`src/rtl/mdr_mem_port_if.sv`:
```
// Control-unit / bus / RAM signal bundle for mdr_mem_port; the slave side is the port block.
// The master side holds both the control strobes and the memory response.
interface mdr_mem_port_if #(
  parameter int DATA_W = 32,
  parameter int ADDR_W = 9
);
  logic [DATA_W-1:0] BusMuxOut;
  logic              mar_in;
  logic              mdr_in;
  logic              read;
  logic              write;
  logic [DATA_W-1:0] mdr_q;
  logic [ADDR_W-1:0] mem_addr;
  logic [DATA_W-1:0] mem_wdata;
  logic              mem_rd;
  logic              mem_wr;
  logic [DATA_W-1:0] mem_rdata;
  logic              mem_ack;
  logic              busy;
  logic              done;
  logic              err;

  modport master (
    output BusMuxOut, mar_in, mdr_in, read, write, mem_rdata, mem_ack,
    input  mdr_q, mem_addr, mem_wdata, mem_rd, mem_wr, busy, done, err
  );

  modport slave (
    input  BusMuxOut, mar_in, mdr_in, read, write, mem_rdata, mem_ack,
    output mdr_q, mem_addr, mem_wdata, mem_rd, mem_wr, busy, done, err
  );
endinterface

```
`src/rtl/mdr_mem_port.sv`:
```
// MAR/MDR plus request/ack handshake to multi-cycle RAM; request held 1..TIMEOUT cycles, done one cycle after ack.
// While busy, all control strobes are ignored (no queuing); a missing ack aborts with sticky err.
module mdr_mem_port #(
  parameter int DATA_W  = 32,
  parameter int ADDR_W  = 9,
  parameter int TIMEOUT = 15
) (
  input logic           clock,
  input logic           clear,
  mdr_mem_port_if.slave mp
);

  localparam int CNT_W = (TIMEOUT > 2) ? $clog2(TIMEOUT) : 1;
  localparam logic [CNT_W-1:0] CNT_LAST = CNT_W'(TIMEOUT - 1);

  localparam logic [1:0] IDLE    = 2'd0;
  localparam logic [1:0] RD_WAIT = 2'd1;
  localparam logic [1:0] WR_WAIT = 2'd2;

  logic [1:0]        state;
  logic [CNT_W-1:0]  cnt;
  logic [ADDR_W-1:0] mar;
  logic [DATA_W-1:0] mdr;
  logic [ADDR_W-1:0] addr_q;
  logic              rd_q;
  logic              wr_q;
  logic              busy_q;
  logic              done_q;
  logic              err_q;

  // exactly one of read/write starts an access; both together is a conflict
  logic              start;
  assign start = mp.read ^ mp.write;

  always_ff @(posedge clock or negedge clear) begin
    if (!clear) begin
      state  <= IDLE;
      cnt    <= '0;
      mar    <= '0;
      mdr    <= '0;
      addr_q <= '0;
      rd_q   <= 1'b0;
      wr_q   <= 1'b0;
      busy_q <= 1'b0;
      done_q <= 1'b0;
      err_q  <= 1'b0;
    end else begin
      done_q <= 1'b0;
      case (state)
        IDLE: begin
          if (mp.mar_in)
            mar <= mp.BusMuxOut[ADDR_W-1:0];
          if (mp.mdr_in && !start)
            mdr <= mp.BusMuxOut;
          if (mp.read && mp.write) begin
            err_q <= 1'b1;
          end else if (start) begin
            // request uses MAR as it stood before this edge
            addr_q <= mar;
            rd_q   <= mp.read;
            wr_q   <= mp.write;
            busy_q <= 1'b1;
            cnt    <= '0;
            state  <= mp.read ? RD_WAIT : WR_WAIT;
          end
        end
        RD_WAIT, WR_WAIT: begin
          // ack on the limit edge still wins over the timeout
          if (mp.mem_ack) begin
            if (state == RD_WAIT)
              mdr <= mp.mem_rdata;
            rd_q   <= 1'b0;
            wr_q   <= 1'b0;
            busy_q <= 1'b0;
            done_q <= 1'b1;
            state  <= IDLE;
          end else if (cnt == CNT_LAST) begin
            rd_q   <= 1'b0;
            wr_q   <= 1'b0;
            busy_q <= 1'b0;
            err_q  <= 1'b1;
            state  <= IDLE;
          end else begin
            cnt <= cnt + CNT_W'(1);
          end
        end
        default: state <= IDLE;
      endcase
    end
  end

  assign mp.mdr_q     = mdr;
  assign mp.mem_wdata = mdr;
  assign mp.mem_addr  = addr_q;
  assign mp.mem_rd    = rd_q;
  assign mp.mem_wr    = wr_q;
  assign mp.busy      = busy_q;
  assign mp.done      = done_q;
  assign mp.err       = err_q;

endmodule

```
`src/flat_wrapper.sv`:
```
// flat-port wrapper written by rule: the top's interface ports become plain ports
module mdr_mem_port_flat 
#(
  parameter int DATA_W  = 32,
  parameter int ADDR_W  = 9,
  parameter int TIMEOUT = 15
)
  (clock, clear, mp_BusMuxOut, mp_mar_in, mp_mdr_in, mp_read, mp_write, mp_mem_rdata, mp_mem_ack, mp_mdr_q, mp_mem_addr, mp_mem_wdata, mp_mem_rd, mp_mem_wr, mp_busy, mp_done, mp_err);
  mdr_mem_port_if #(.DATA_W(DATA_W), .ADDR_W(ADDR_W)) mp_i ();
  input logic clock;
  input logic clear;
  input wire logic [$bits(mp_i.BusMuxOut)-1:0] mp_BusMuxOut;
  input wire logic [$bits(mp_i.mar_in)-1:0] mp_mar_in;
  input wire logic [$bits(mp_i.mdr_in)-1:0] mp_mdr_in;
  input wire logic [$bits(mp_i.read)-1:0] mp_read;
  input wire logic [$bits(mp_i.write)-1:0] mp_write;
  input wire logic [$bits(mp_i.mem_rdata)-1:0] mp_mem_rdata;
  input wire logic [$bits(mp_i.mem_ack)-1:0] mp_mem_ack;
  output wire logic [$bits(mp_i.mdr_q)-1:0] mp_mdr_q;
  output wire logic [$bits(mp_i.mem_addr)-1:0] mp_mem_addr;
  output wire logic [$bits(mp_i.mem_wdata)-1:0] mp_mem_wdata;
  output wire logic [$bits(mp_i.mem_rd)-1:0] mp_mem_rd;
  output wire logic [$bits(mp_i.mem_wr)-1:0] mp_mem_wr;
  output wire logic [$bits(mp_i.busy)-1:0] mp_busy;
  output wire logic [$bits(mp_i.done)-1:0] mp_done;
  output wire logic [$bits(mp_i.err)-1:0] mp_err;
  assign mp_i.BusMuxOut = mp_BusMuxOut;
  assign mp_i.mar_in = mp_mar_in;
  assign mp_i.mdr_in = mp_mdr_in;
  assign mp_i.read = mp_read;
  assign mp_i.write = mp_write;
  assign mp_i.mem_rdata = mp_mem_rdata;
  assign mp_i.mem_ack = mp_mem_ack;
  assign mp_mdr_q = mp_i.mdr_q;
  assign mp_mem_addr = mp_i.mem_addr;
  assign mp_mem_wdata = mp_i.mem_wdata;
  assign mp_mem_rd = mp_i.mem_rd;
  assign mp_mem_wr = mp_i.mem_wr;
  assign mp_busy = mp_i.busy;
  assign mp_done = mp_i.done;
  assign mp_err = mp_i.err;
  mdr_mem_port #(.DATA_W(DATA_W), .ADDR_W(ADDR_W), .TIMEOUT(TIMEOUT)) u_core (.clock(clock), .clear(clear), .mp(mp_i));
endmodule
```
`config.mk`:
```
export PLATFORM = sky130hd
export DESIGN_NAME = mdr_mem_port_flat
export DESIGN_NICKNAME = d
export VERILOG_FILES = /design/src/rtl/mdr_mem_port_if.sv /design/src/rtl/mdr_mem_port.sv /design/src/flat_wrapper.sv
export SDC_FILE = /design/constraint.sdc
export NUM_CORES = 1
export LEC_CHECK = 0
export CAP_MARGIN = 20
export CORE_MARGIN = 2
export CORE_UTILIZATION = 41
export DETAILED_ROUTE_END_ITERATION = 8
export PLACE_DENSITY = 0.8
export SETUP_SLACK_MARGIN = 0.4
export SYNTH_ARGS = -nofsm -noshare
export SYNTH_HDL_FRONTEND = slang
export SYNTH_SLANG_ARGS = --single-unit
```
`constraint.sdc`:
```
create_clock -name clock -period 2.2 [get_ports clock]
set_input_delay 0.44 -clock clock [delete_from_list [all_inputs] [get_ports clock]]
set_output_delay 0.44 -clock clock [all_outputs]
set_load 0.05 [all_outputs]
```
==> results.json, run 1 <==
{
  "clock_sinks": 61,
  "die_w_um": 91.99,
  "gp_congestion": 0.7417,
  "wl_um": 7959,
  "rows": 32,
  "coreArea_mm2": 0.007607,
  "synth_top_family_by_area": "multiplexers",
  "postSynthRegisterBits": 61,
  "dr_total_vias": 2511,
  "dieArea_mm2": 0.008462,
  "synth-compound-area-share": 0.1317,
  "drt_first_pass_iters": 4,
  "insertion_delay_ps": 340,
  "r2r_cells": 8,
  "fill_cells": 632,
  "drt_iter0_markers": 74,
  "post-route-min-period_ps": 1762,
  "synth_xor_area_frac": 0,
  "endpoint_kind": "flop",
  "worst_slew_pin_slew_ps": 546.3,
  "worstPathCellList": "dlygate4sd2_1 -> ha_4 -> nand2b_4 -> a2111oi_4 -> buf_4 -> buf_6 -> clkbuf_16 -> nor2_1 -> a21oi_2",
  "port_buffers": 148,
  "ys.flop_type": "dfrtp_1",
  "wl_per_cell_um": 15.54,
  "hold_violations": 0,
  "synthTopCellsByArea": "dfrtp_1 48%, mux2i_1 10%, a21oi_2 7.7%",
  "drc": 0,
  "first_global_vias": 2469,
  "yosysMostFrequentCell": "dfrtp_1",
  "crit_required_ps": 2460,
  "grt_setup_unrepaired": "true",
  "synth_mux_area_frac": 0.1683,
  "layout.nets": 484,
  "cp.depth": 9,
  "critical_path.max_stage_delay_ps": 320,
  "postLayoutCellArea_mm2": 0.004848,
  "num_io_pins": 149,
  "setup_viol": 0,
  "layout-drive-gt1-share": 0.2390,
  "synth.largest_area_cell": "dfrtp_1",
  "post-route-period-util": 0.8010,
  "grt_use_total": 0.1908,
  "worstPathArrival_ps": 2030,
  "areaGrowthSynthToFinish_pct": 52.74,
  "grt_max_degree": 33,
  "antenna_found_initial": 0,
  "place_inst": 489,
  "slew_headroom": 0.6373,
  "yosys.area_share.simple": 0.08514,
  "placed_cell_area_mm2": 0.004607,
  "cts_tree": "done",
  "cap_violations": 0,
  "netlist_instances": 272,
  "via_per_inst": 4.904,
  "utilization": 0.6373,
  "cp-start-kind": "input port",
  "seq_area_frac_synth": 0.4809,
  "root_buffer": "clkbuf_8",
  "finalClockSkew_ps": 5.715,
  "slowest_stage": "a2111oi_4",
  "cts_hold_buf": 0,
  "num_antenna_cells": 0,
  "worstPathMaxFanout": 9,
  "ys_warn_count": 0,
  "yosysTopAreaCellShare": 0.4809,
  "path_clk_slew_ps": 60,
  "start_util": 0.4173,
  "whs_ps": 70.50,
  "cts.path.max_buffers": 2,
  "gr-total-overflow": 0,
  "htreeDepth": 3,
  "synth_area_mm2": 0.003174,
  "synthArstFlopShare": 1.000,
  "dp_hpwl_um": 5528,
  "grt_pass1_wl_um": 12440,
  "ant_nets": 0,
  "synthTopCellsByCount": "61 x dfrtp_1, 32 x buf_4, 32 x mux2i_1",
  "yosysUniqueCellTypes": 32,
  "stdcell_count": 512,
  "hp-class": "in -> async",
  "synth_fa_ha_area_frac": 0.02365,
  "status": "finished, final reports clean",
  "syn_nets": 349,
  "syn_avg_cell_area_um2": 11.67,
  "cpLargestDelayFamily": "buffers and inverters",
  "max_freq_ghz": 0.5675,
  "die_y_um": 91.99,
  "crit_buf_inv": 4,
  "path_class": "in -> reg",
  "numCtsBuffers": 9,
  "synth_edf_count": 0,
  "drv_slew": 0
}
## final cells by class
cell class              count  area (um^2)  share of cell area
repair buffers            168         1635              0.3373
multi-input cells         164         1349              0.2782
flip-flops and latches     61         1526              0.3148
clock buffers              13        168.9             0.03484
clock inverters             1        30.03            0.006194
well taps                 102        127.6             0.02632
inverters                   3        11.26            0.002323
## cell usage in the layout, fill, tap and decap left out, types with 2 or more instances in the layout
cell,n
nand3_1,5
nor2_1,26
nand4_1,2
ha_1,3
o21ai_0,4
a21o_1,2
a21oi_2,30
clkdlybuf4s50_1,67
buf_12,5
a21oi_1,6
dlygate4sd2_1,79
nor2b_1,2
nor2_2,6
nand2b_1,2
dfrtp_1,61
mux2i_1,32
inv_1,2
mux2_2,19
buf_6,2
a22o_1,3
and2_1,2
clkbuf_8,12
nand2_1,6
buf_4,11
ha_4,2
## path summary, 6_finish.rpt
| check | start | to | slack (ps) |
|---|---|---|---|
| hold / removal | clear | u_core.mp.mdr_q[11] | 70 |
| hold reg to reg | u_core.mp.err | u_core.mp.err | 470 |
| max in group asynchronous | clear | u_core.mp.mdr_q[20] | 1610 |
| setup reg to reg | u_core.state[1] | u_core.mp.mdr_q[19] | 450 |
| setup / recovery | mp_read | u_core.mp.mdr_q[19] | 440 |
| min in group clock | u_core.mp.err | u_core.mp.err | 470 |
## flip-flops by register name, indices dropped and copies added, names as in the netlist
register and flops:
u_core.mp.mdr_q 32, u_core.mar 9, u_core.mp.mem_addr 9, u_core.cnt 4, u_core.state 2, u_core.mp.busy 1
u_core.mp.done 1, u_core.mp.err 1, u_core.mp.mem_rd 1, u_core.mp.mem_wr 1
## metal layers
| metal | vias up | GRT usage | share of wire |
|---|---|---|---|
| li1 | 1178 | - | - |
| met1 | 1237 | 0.2312 | 0.41 |
| met2 | 90 | 0.3260 | 0.52 |
| met3 | 6 | 0.06820 | 0.065 |
| met4 | 0 | 0.04478 | 0.0053 |
| met5 | - | 0 | 0 |
## repair_timing
action | in CTS | in global routing
pin swaps | 1 | 1
cloned | 1 | 1
gates resized for setup | 82 | 6
endpoints found under the setup margin | 116 | 34
setup buffers | 5 | 2
## through the flow
step / worst slack, ps / TNS (ps)
6_report: 437.8 / 0
2_1_floorplan: 276.1 / 0
4_1_cts: 396.8 / 0
3_5_place_dp: -107.1 / -2644
3_3_place_gp: -83.98 / -2151
5_1_grt: 355.8 / 0
## logic make-up (layout without fill, tap and decap cells)
kind of cell	after synthesis	in the layout
flip-flops	61	61
adder cells (fa/ha/maj)	6	6
AO/OA/AOI/OAI	51	51
AND/OR/NAND/NOR	56	56
multiplexers	51	51
buffers and inverters	47	185
Power of run 1 is left out: the tool's default activity adds up to more than one toggle a clock period on the data nets, which glitch-free logic cannot reach.
==> run 2: changes to the inputs <==
==> constraint.sdc (replaced) <==
create_clock -name clock -period 1.7 [get_ports clock]
set_input_delay 0.34 -clock clock [delete_from_list [all_inputs] [get_ports clock]]
set_output_delay 0.34 -clock clock [all_outputs]
set_load 0.05 [all_outputs]
==> run 2 against run 1 <==
Net effect:
- utilization increased by 13 points
- sequential cell count unchanged
- hold slack got worse by 78 ps
- register-to-register slack got worse by 540 ps
- the run now ends with negative hold slack, negative setup slack left
- count of clock-buffer cells in the layout decreased by 1
- highest routed layer unchanged
- wire length increased by 23%
- sequential share of layout area decreased by 5.1 points
==> results.json, run 2 (synthesis results as in run 1) <==
{
  "violations": "negative hold slack, negative setup slack",
  "worst_slew_pin_slew_ps": 501.5,
  "crit_required_ps": 1920,
  "numCtsBuffers": 9,
  "top_layer": "met4",
  "post-route-min-period_ps": 1789,
  "max_freq_ghz": 0.5589,
  "drt_first_pass_iters": 4,
  "dp_hpwl_um": 5554,
  "wl_per_cell_um": 17.91,
  "wl_met1_um": 3800,
  "post-route-period-util": 1.052,
  "crit_buf_inv": 4,
  "critical_path.max_stage_delay_ps": 450,
  "clock_sinks": 61,
  "multi_input_area_mm2": 0.001742,
  "die_w_um": 91.99,
  "via_per_inst": 4.914,
  "wl_um": 9780,
  "cap_violations": 0,
  "mostFrequentLayoutCells": "73 x buf_6, 67 x clkdlybuf4s50_1, 54 x dfrtp_1",
  "final_common_cell": "buf_6",
  "rows": 32,
  "htreeDepth": 3,
  "ant_nets": 0,
  "first_global_vias": 2727,
  "num_io_pins": 149,
  "drc": 0,
  "layout.nets": 516,
  "start_util": 0.4173,
  "regArea_mm2": 0.001535,
  "worstPathArrival_ps": 2010,
  "path_clk_slew_ps": 70,
  "layout_setup_ws_ps": -89.16,
  "slowest_stage": "dfrtp_2",
  "endpoint_kind": "flop",
  "utilization": 0.7640,
  "fill_cells": 475,
  "areaGrowthSynthToFinish_pct": 83.09,
  "cts.path.max_buffers": 2,
  "wl_met3_um": 518,
  "antenna_found_initial": 0,
  "layout-drive-gt1-share": 0.5743,
  "finalClockSkew_ps": 7.866,
  "num_antenna_cells": 0,
  "hp-class": "in -> async",
  "dr_total_vias": 2683,
  "largest_register_ffs": 32,
  "grt_use_total": 0.2088,
  "whs_ps": -7.231,
  "coreArea_mm2": 0.007607,
  "grt_setup_unrepaired": "true",
  "drt_iter0_markers": 113,
  "setup_viol": 35,
  "gr-total-overflow": 0,
  "grt_max_degree": 62,
  "grt_pass1_wl_um": 13770,
  "root_buffer": "clkbuf_8",
  "cts_tree": "done",
  "die_y_um": 91.99,
  "dieArea_mm2": 0.008462,
  "slew_headroom": 0.6621,
  "drv_slew": 0,
  "worstPathMaxFanout": 8,
  "worstPathCellList": "inv_2 -> ha_4 -> nor2b_4 -> a2111oi_4 -> buf_6 -> buf_12 -> buf_16 -> a21oi_2",
  "insertion_delay_ps": 340,
  "cpLargestDelayFamily": "buffers and inverters",
  "hold_violations": 3,
  "gp_congestion": 0.8453,
  "wl_met2_um": 5289,
  "cts_hold_buf": 0,
  "cp-start-kind": "flop",
  "status": "finished with violations",
  "port_buffers": 148,
  "path_class": "reg -> reg"
}
[run 2: cell types whose count changed in the layout (fill, tap and decap cells not counted), sizes merged]
cell,before,now
bufbuf,0,1
buf,20,125
clkinv,0,1
clkdlybuf4s15,1,0
bufinv,1,3
nand2,6,8
dlygate4sd2,79,2
clkbuf,14,15
[run 2: stage by stage]
step                      setup WS (ps)  instances  instance area [um^2]  TNS [ps]
after detailed placement         -544.8        497                  4531    -21110
after CTS                        -5.013        528                  5361    -5.013
final                            -89.16        546                  5812     -2047
after floorplan                  -205.4        272                  3276     -6314
after global routing             -150.8        546                  5812     -4117
after global placement           -487.3        497                  4531    -18950
[run 2: repair_timing]
item                                    in CTS  in global routing
setup buffers                               10                 15
gates resized for setup                    100                 69
gates cloned                                 5                  3
endpoints found under the setup margin      82                123
pin swaps                                    9                  8
[run 2: final timing paths]
| path | from | endpoint | slack [ps] | cells after the start |
|---|---|---|---|---|
| max | u_core.state[1] | u_core.mp.mdr_q[18] | -90 | 8 |
| min | clear | u_core.mp.err | -7 | 2 |
| max reg2reg | u_core.state[1] | u_core.mp.mdr_q[18] | -90 | 8 |
| min reg2reg | u_core.mp.err | u_core.mp.err | 480 | 1 |
| max in group asynchronous | clear | u_core.mp.mdr_q[26] | 1410 | 2 |
| min in group clock | mp_write | u_core.mp.mem_wr | 450 | 2 |
[run 2: per-layer routing]
layer | vias up | GRT usage
met5 | - | 0
met3 | 14 | 0.05998
met1 | 1329 | 0.2442
met2 | 90 | 0.3793
li1 | 1250 | -
met4 | 0 | 0.04602
[run 2: layout make-up]
cell class	count	area share
Clock inverter	4	0.01636
Tap cell	102	0.02196
Sequential cell	61	0.2642
Clock buffer	12	0.02497
Inverter	3	0.001938
Timing Repair Buffer	198	0.3709
Multi-Input combinational cell	166	0.2997
Power of run 2 is left out for the same reason.
